### config.mk
export PLATFORM = sky130hd
export DESIGN_NAME = fetch_queue_unit_flat
export DESIGN_NICKNAME = d
export VERILOG_FILES = /design/src/rtl/fetch_queue_unit_if.sv /design/src/rtl/fetch_queue_unit.sv /design/src/flat_wrapper.sv
export SDC_FILE = /design/constraint.sdc
export NUM_CORES = 1
export LEC_CHECK = 0
export BUFFER_PORTS_ARGS = -buffer_cell sky130_fd_sc_hd__buf_2
export CAP_MARGIN = 0
export CORE_AREA = 3 3 158 160
export DETAILED_ROUTE_END_ITERATION = 16
export DIE_AREA = 0 0 161 163
export PLACE_DENSITY = 0.79
export SLEW_MARGIN = 20
export SYNTH_ARGS = -nofsm -noshare
export SYNTH_HDL_FRONTEND = slang
export SYNTH_SLANG_ARGS = --single-unit
export TNS_END_PERCENT = 10
### constraint.sdc
create_clock -name clk -period 8.1 [get_ports clk]
set_clock_uncertainty 0.15 [all_clocks]
set_input_delay 0.405 -clock clk [delete_from_list [all_inputs] [get_ports clk]]
set_output_delay 0.405 -clock clk [all_outputs]
set_load 0.05 [all_outputs]
### src/rtl/fetch_queue_unit_if.sv
// Handshake bundle between the fetch queue, the instruction memory port and decode.
// master = fetch_queue_unit, slave = memory/decode side.
interface fetch_queue_unit_if;
  logic        imem_req_valid;
  logic [31:0] imem_req_addr;
  logic        imem_req_ready;
  logic        imem_rsp_valid;
  logic [31:0] imem_rsp_data;
  logic        inst_valid;
  logic        inst_ready;
  logic [31:0] instruction;
  logic [31:0] pc;

  modport master (
    output imem_req_valid, imem_req_addr,
    input  imem_req_ready,
    input  imem_rsp_valid, imem_rsp_data,
    output inst_valid, instruction, pc,
    input  inst_ready
  );

  modport slave (
    input  imem_req_valid, imem_req_addr,
    output imem_req_ready,
    output imem_rsp_valid, imem_rsp_data,
    input  inst_valid, instruction, pc,
    output inst_ready
  );
endinterface

### src/rtl/fetch_queue_unit.sv
// Decoupled fetch stage: in-order requests to a variable-latency imem, a DEPTH-entry
// {pc, instruction} FIFO toward decode, and redirect-driven flush of in-flight words.
module fetch_queue_unit #(
  parameter logic [31:0] RESET_PC = 32'h0000_0000,
  parameter int unsigned DEPTH    = 4
) (
  input  logic                 clk,
  input  logic                 rst,
  input  logic [31:0]          pc_jump_addr,
  input  logic                 jump_en,
  fetch_queue_unit_if.master   bus
);
  localparam int AW = $clog2(DEPTH);
  localparam int CW = AW + 1;
  localparam logic [CW:0] DEPTH_C = (CW+1)'(DEPTH);

  typedef struct packed {
    logic [31:0] pc;
    logic [31:0] inst;
  } entry_t;

  localparam entry_t RST_E = '{pc: RESET_PC, inst: 32'h0};

  entry_t [DEPTH-1:0] mem_q, mem_d;
  logic [31:0]        fetch_pc_q, fetch_pc_d;
  logic [31:0]        rsp_pc_q, rsp_pc_d;
  logic [AW-1:0]      rd_ptr_q, rd_ptr_d;
  logic [AW-1:0]      wr_ptr_q, wr_ptr_d;
  logic [CW-1:0]      count_q, count_d;
  logic [CW-1:0]      pending_q, pending_d;
  logic [CW-1:0]      drop_q, drop_d;

  logic [CW:0]        inflight;
  logic [31:0]        jump_tgt;
  logic               req_valid, req_fire, rsp_ok, push, pop;
  logic               jump_lsb_unused;

  assign jump_lsb_unused = ^pc_jump_addr[1:0];

  always_comb begin
    jump_tgt = {pc_jump_addr[31:2], 2'b00};
    // Credit: buffered words plus live (non-dropped) requests may not exceed DEPTH.
    inflight  = {1'b0, count_q} + {1'b0, pending_q} - {1'b0, drop_q};
    // The pending limit only bites when a redirect leaves a full window of stale
    // requests behind; it keeps the counter from wrapping.
    req_valid = rst & ~jump_en & (inflight < DEPTH_C) & (pending_q != '1);
    req_fire  = req_valid & bus.imem_req_ready;
    rsp_ok    = bus.imem_rsp_valid & (pending_q != '0);
    push      = rsp_ok & (drop_q == '0);
    pop       = (count_q != '0) & bus.inst_ready;

    mem_d      = mem_q;
    fetch_pc_d = fetch_pc_q;
    rsp_pc_d   = rsp_pc_q;
    rd_ptr_d   = rd_ptr_q;
    wr_ptr_d   = wr_ptr_q;
    count_d    = count_q;
    pending_d  = pending_q;
    drop_d     = drop_q;

    if (jump_en) begin
      // A response landing in the redirect cycle is consumed here and never pushed.
      fetch_pc_d = jump_tgt;
      rsp_pc_d   = jump_tgt;
      rd_ptr_d   = '0;
      wr_ptr_d   = '0;
      count_d    = '0;
      pending_d  = pending_q - CW'(rsp_ok);
      drop_d     = pending_q - CW'(rsp_ok);
    end else begin
      if (req_fire) fetch_pc_d = fetch_pc_q + 32'd4;
      pending_d = pending_q + CW'(req_fire) - CW'(rsp_ok);
      if (rsp_ok && (drop_q != '0)) drop_d = drop_q - CW'(1);
      if (push) begin
        mem_d[wr_ptr_q] = '{pc: rsp_pc_q, inst: bus.imem_rsp_data};
        wr_ptr_d        = wr_ptr_q + AW'(1);
        rsp_pc_d        = rsp_pc_q + 32'd4;
      end
      if (pop) rd_ptr_d = rd_ptr_q + AW'(1);
      count_d = count_q + CW'(push) - CW'(pop);
    end
  end

  always_ff @(posedge clk) begin
    if (!rst) begin
      mem_q      <= {DEPTH{RST_E}};
      fetch_pc_q <= RESET_PC;
      rsp_pc_q   <= RESET_PC;
      rd_ptr_q   <= '0;
      wr_ptr_q   <= '0;
      count_q    <= '0;
      pending_q  <= '0;
      drop_q     <= '0;
    end else begin
      mem_q      <= mem_d;
      fetch_pc_q <= fetch_pc_d;
      rsp_pc_q   <= rsp_pc_d;
      rd_ptr_q   <= rd_ptr_d;
      wr_ptr_q   <= wr_ptr_d;
      count_q    <= count_d;
      pending_q  <= pending_d;
      drop_q     <= drop_d;
    end
  end

  assign bus.imem_req_valid = req_valid;
  assign bus.imem_req_addr  = fetch_pc_q;
  assign bus.inst_valid     = (count_q != '0);
  assign bus.instruction    = mem_q[rd_ptr_q].inst;
  assign bus.pc             = mem_q[rd_ptr_q].pc;
endmodule
### src/flat_wrapper.sv
// flat-port wrapper written by rule: the top's interface ports become plain ports
module fetch_queue_unit_flat 
#(
  parameter logic [31:0] RESET_PC = 32'h0000_0000,
  parameter int unsigned DEPTH    = 4
)
  (clk, rst, pc_jump_addr, jump_en, bus_imem_req_valid, bus_imem_req_addr, bus_imem_req_ready, bus_imem_rsp_valid, bus_imem_rsp_data, bus_inst_valid, bus_instruction, bus_pc, bus_inst_ready);
  fetch_queue_unit_if bus_i ();
  input  logic clk;
  input  logic rst;
  input  logic [31:0] pc_jump_addr;
  input  logic jump_en;
  output wire logic [$bits(bus_i.imem_req_valid)-1:0] bus_imem_req_valid;
  output wire logic [$bits(bus_i.imem_req_addr)-1:0] bus_imem_req_addr;
  input wire logic [$bits(bus_i.imem_req_ready)-1:0] bus_imem_req_ready;
  input wire logic [$bits(bus_i.imem_rsp_valid)-1:0] bus_imem_rsp_valid;
  input wire logic [$bits(bus_i.imem_rsp_data)-1:0] bus_imem_rsp_data;
  output wire logic [$bits(bus_i.inst_valid)-1:0] bus_inst_valid;
  output wire logic [$bits(bus_i.instruction)-1:0] bus_instruction;
  output wire logic [$bits(bus_i.pc)-1:0] bus_pc;
  input wire logic [$bits(bus_i.inst_ready)-1:0] bus_inst_ready;
  assign bus_imem_req_valid = bus_i.imem_req_valid;
  assign bus_imem_req_addr = bus_i.imem_req_addr;
  assign bus_i.imem_req_ready = bus_imem_req_ready;
  assign bus_i.imem_rsp_valid = bus_imem_rsp_valid;
  assign bus_i.imem_rsp_data = bus_imem_rsp_data;
  assign bus_inst_valid = bus_i.inst_valid;
  assign bus_instruction = bus_i.instruction;
  assign bus_pc = bus_i.pc;
  assign bus_i.inst_ready = bus_inst_ready;
  fetch_queue_unit #(.RESET_PC(RESET_PC), .DEPTH(DEPTH)) u_core (.clk(clk), .rst(rst), .pc_jump_addr(pc_jump_addr), .jump_en(jump_en), .bus(bus_i));
endmodule
==> flow_summary_export.csv <==
group,metric,value,unit
synth,postSynth.asyncResetShare,0,%
power_and_ir_drop,power.share.sequential,42.8,%
floorplanning,die_area,26200,µm²
placement,dpl.hpwl,21000,µm
power_and_ir_drop,p_comb_share,15.6,%
synth,synth_cell_types,55,
synth,synthesis.area,14100,µm²
synth,ys_seq_area_share,45.7,%
floorplanning,die_h,163,µm
global_routing,grt_usage,26.8,%
critical_path,ff2ff_path_depth,14,
synth,synth_edf_count,0,
route,drtIter0Drc,1195,
synth,ys_warn_count,0,
clocking,path_clk_slew,0.06,ns
route,ant_nets,0,
sta,finalCritPeriodShare,46.1,%
sta,max_freq,0.268,GHz
clocking,cts_num_sinks,321,
final_layout,antenna_cells,0,
power_and_ir_drop,p_total,3.99,mW
sta,fin_crit,3.73,ns
clocking,root_buffer,"clkbuf_16",
clocking,clk_path_buf_depth,3,
final_layout,multi_input_area,7000,µm²
critical_path,path_cells,"inv_1 > fa_1 > inv_1 > ha_1 > and3b_1 > o21a_1 > o211ai_1 > inv_1 > ha_1 > fa_1 > xor2_1 > o21ai_0 > xnor2_1 > nor2_1",
final_layout,final_common_cell,"nand2_1",
power_and_ir_drop,ir_drop,0.177,mV
clocking,cts_tree,"yes",
synth,yosys.area.top_type,"dfxtp_1",
critical_path,cp-end-kind,"register",
sta,max_slew_margin,36.9,%
synth,synth_area_leaders,"dfxtp_1, nand2_1, a21oi_1, mux4_2, clkbuf_1",
power_and_ir_drop,p_sw_share,28.2,%
power_and_ir_drop,powerDensity,248,nW/µm²
min_path,hold_path.class,"input pin to register",
global_routing,antenna_found_initial,0,
synth,synth.avg_cell_area,8.43,µm²
final_layout,final_cell_mix,"nand2_1, dfxtp_1, a21oi_1, buf_2, mux4_2",
route,vias,12242,
sta,setup_viol,0,
power_and_ir_drop,intPower,2.87,mW
synth,synth_top_area_share,45.7,%
power_and_ir_drop,power.switching,1.12,mW
route,routedWlPerCell,17.1,µm
clocking,ctsHtreeMaxLevel,2,
critical_path,path_class,"register to register",
floorplanning,coreArea,23500,µm²
critical_path,worstSetupPathDepth,14,
critical_path,worstPathRequired,8.32,ns
critical_path,crit_end,"u_core.pending_q[2]",
job,drv_cap,0,
final_layout,final_layout_size_suffix_gt1_share,17.6,%
critical_path,crit_path_top_delay_cell,"fa_1",
clocking,numCtsBuffers,34,
power_and_ir_drop,pwr-share-clk,41.6,%
critical_path,r2r_setup_slack,4.37,ns
floorplanning,ios,168,
critical_path,path_delay_family,"adder cells",
power_and_ir_drop,p_leak,5.73,nW
synth,ys_seq_elements,321,
critical_path,r2r_start,"u_core.pending_q[1]",
sta,slew_viol_final,0,
floorplanning,rows,56,
sta,worst_pin_slew,0.947,ns
critical_path,crit_arrival,3.95,ns
floorplanning,initial_core_util,59.7,%
sta,rsz0062_at_grt,"no",
critical_path,regToRegEndpoint,"u_core.pending_q[2]",
placement,port_buffers,161,
critical_path,path_common_cell,"inv_1",
placement,gp_congestion,0.882,
global_routing,grt_pass1_wl,58600,µm
placement,placed_area,14800,µm²
critical_path,cp_slowest_stage_delay,0.53,ns
sta,final_hold_viol_count,0,
route,wl,35900,µm
synth,synthCells,1669,
outcome,run_status,"finished, final reports clean",
final_layout,finalInstanceArea,16100,µm²
floorplanning,chipWidth,161,µm
final_layout,final_nets,1838,
sta,timing.setup.tns,0,ns
critical_path,crit_start,"u_core.pending_q[1]",
global_routing,grt_overflow,0,
synth,synth_ff_type,"dfxtp_1",
final_layout,area_growth,14.3,%
global_routing,grt_pass1_vias,12084,
critical_path,cp_max_fo,4,
global_routing,grt_max_degree,114,
clocking,insertion_delay,0.51,ns
critical_path,worstSetupStartpointType,"register",
route,drc,0,
final_layout,fillers,1913,
route,vias_per_cell,5.85,
critical_path,path_buf_inv,3,
route,firstDrtPassIters,5,
final_layout,regArea,6430,µm²
power groups by stage:
| stage | sequential [mW] | clock (mW) | combinational, mW |
|---|---|---|---|
| floorplan | 1.75 | 0 | 0.448 |
| global placement | 1.74 | 0 | 0.598 |
| detailed placement | 1.74 | 0 | 0.612 |
| CTS | 1.71 | 1.68 | 0.620 |
| global route | 1.72 | 1.74 | 0.680 |
| finish | 1.71 | 1.66 | 0.621 |
cell type report:
| cell class | instances | share of cell area (%) |
|---|---|---|
| clock buffer | 48 | 6.51 |
| clock inverter | 13 | 1.08 |
| inverter | 29 | 0.708 |
| multi-input combinational | 1187 | 43.6 |
| sequential | 321 | 40.0 |
| tap | 319 | 2.48 |
| timing repair buffer | 174 | 5.66 |
layer usage:
layer / vias to the layer above / GRT usage [%] / part of all wire, %
li1: 5810 / - / -
met1: 5800 / 35.2 / 41
met2: 570 / 45.9 / 49
met3: 62 / 4.25 / 8.5
met4: 0 / 8.21 / 1.8
met5: - / 0 / 0
metrics by stage:
stage / cells / hold slack, ns / util [%] / worst slack, ns
finish: 2091 / 0.0165 / 68.3 / 4.37
global route: 2091 / 0.0228 / 68.3 / 4.15
CTS: 2090 / 0.00607 / 68.2 / 3.79
detailed placement: 2028 / 0.295 / 63.0 / 3.86
global placement: 2028 / 0.288 / 63.0 / 3.93
floorplan: 1672 / 0.283 / - / 4.50
registers in the layout, indices dropped and copies added (netlist names):
signal and flops:
u_core.rsp_pc_q 30, u_core.mem_q 248, u_core.wr_ptr_q 2, u_core.rd_ptr_q 2, u_core.pending_q 3, u_core.drop_q 3, u_core.bus.imem_req_addr 30, u_core.count_q 3
logic make-up (layout without fill, tap and decap cells):
group | after synthesis | after routing | share of synthesized area [%]
AO/OA/AOI/OAI | 375 | 375 | 14.1
XOR/XNOR | 48 | 48 | 2.99
adder cells (fa/ha/maj) | 21 | 21 | 2.08
buffers and inverters | 164 | 264 | 4.82
flip-flops | 321 | 321 | 45.7
multiplexers | 68 | 68 | 10.4
other | 1 | 4 | 0.0267
AND/OR/NAND/NOR | 671 | 671 | 20.0
what timing repair did:
| action | in CTS | in global routing |
|---|---|---|
| hold endpoints to repair | 1 | 0 |
| hold buffers | 1 | 0 |
| setup buffers | 0 | 0 |
| resized for setup | 0 | 0 |
| endpoints found under the setup margin | 0 | 0 |
worst min path at each step:
stage,slack [ns],cells after the start,end,startpoint
global placement,0.29,2,u_core.mem_q[73],u_core.mem_q[73]
global route,0.02,3,u_core.mem_q[152],bus_imem_rsp_data[24]
floorplan,0.28,2,u_core.mem_q[128],u_core.mem_q[128]
CTS,0.006,3,u_core.mem_q[65],bus_imem_rsp_data[1]
finish,0.02,3,u_core.mem_q[198],bus_imem_rsp_data[6]
detailed placement,0.30,2,u_core.mem_q[129],u_core.mem_q[129]
synthesized netlist by cell type, types with 5 or more instances:
cell type,count
clkbuf_1,92
a211oi_1,5
ha_1,17
buf_1,6
inv_1,28
nor3_1,9
a31oi_1,10
nor2_1,36
and2_1,9
xor2_1,26
mux2i_1,6
mux4_2,62
xnor2_1,22
nand2_1,537
o21ai_0,38
dfxtp_1,321
buf_2,32
and3_1,10
nand3_1,24
nand4_1,19
a21oi_1,298
worst min-delay path: stages:
cell and delay, ns:
buf_2 0.12, nand2_1 0.05, a21oi_1 0.05
No activity file was read; power rests on OpenSTA's default activity.
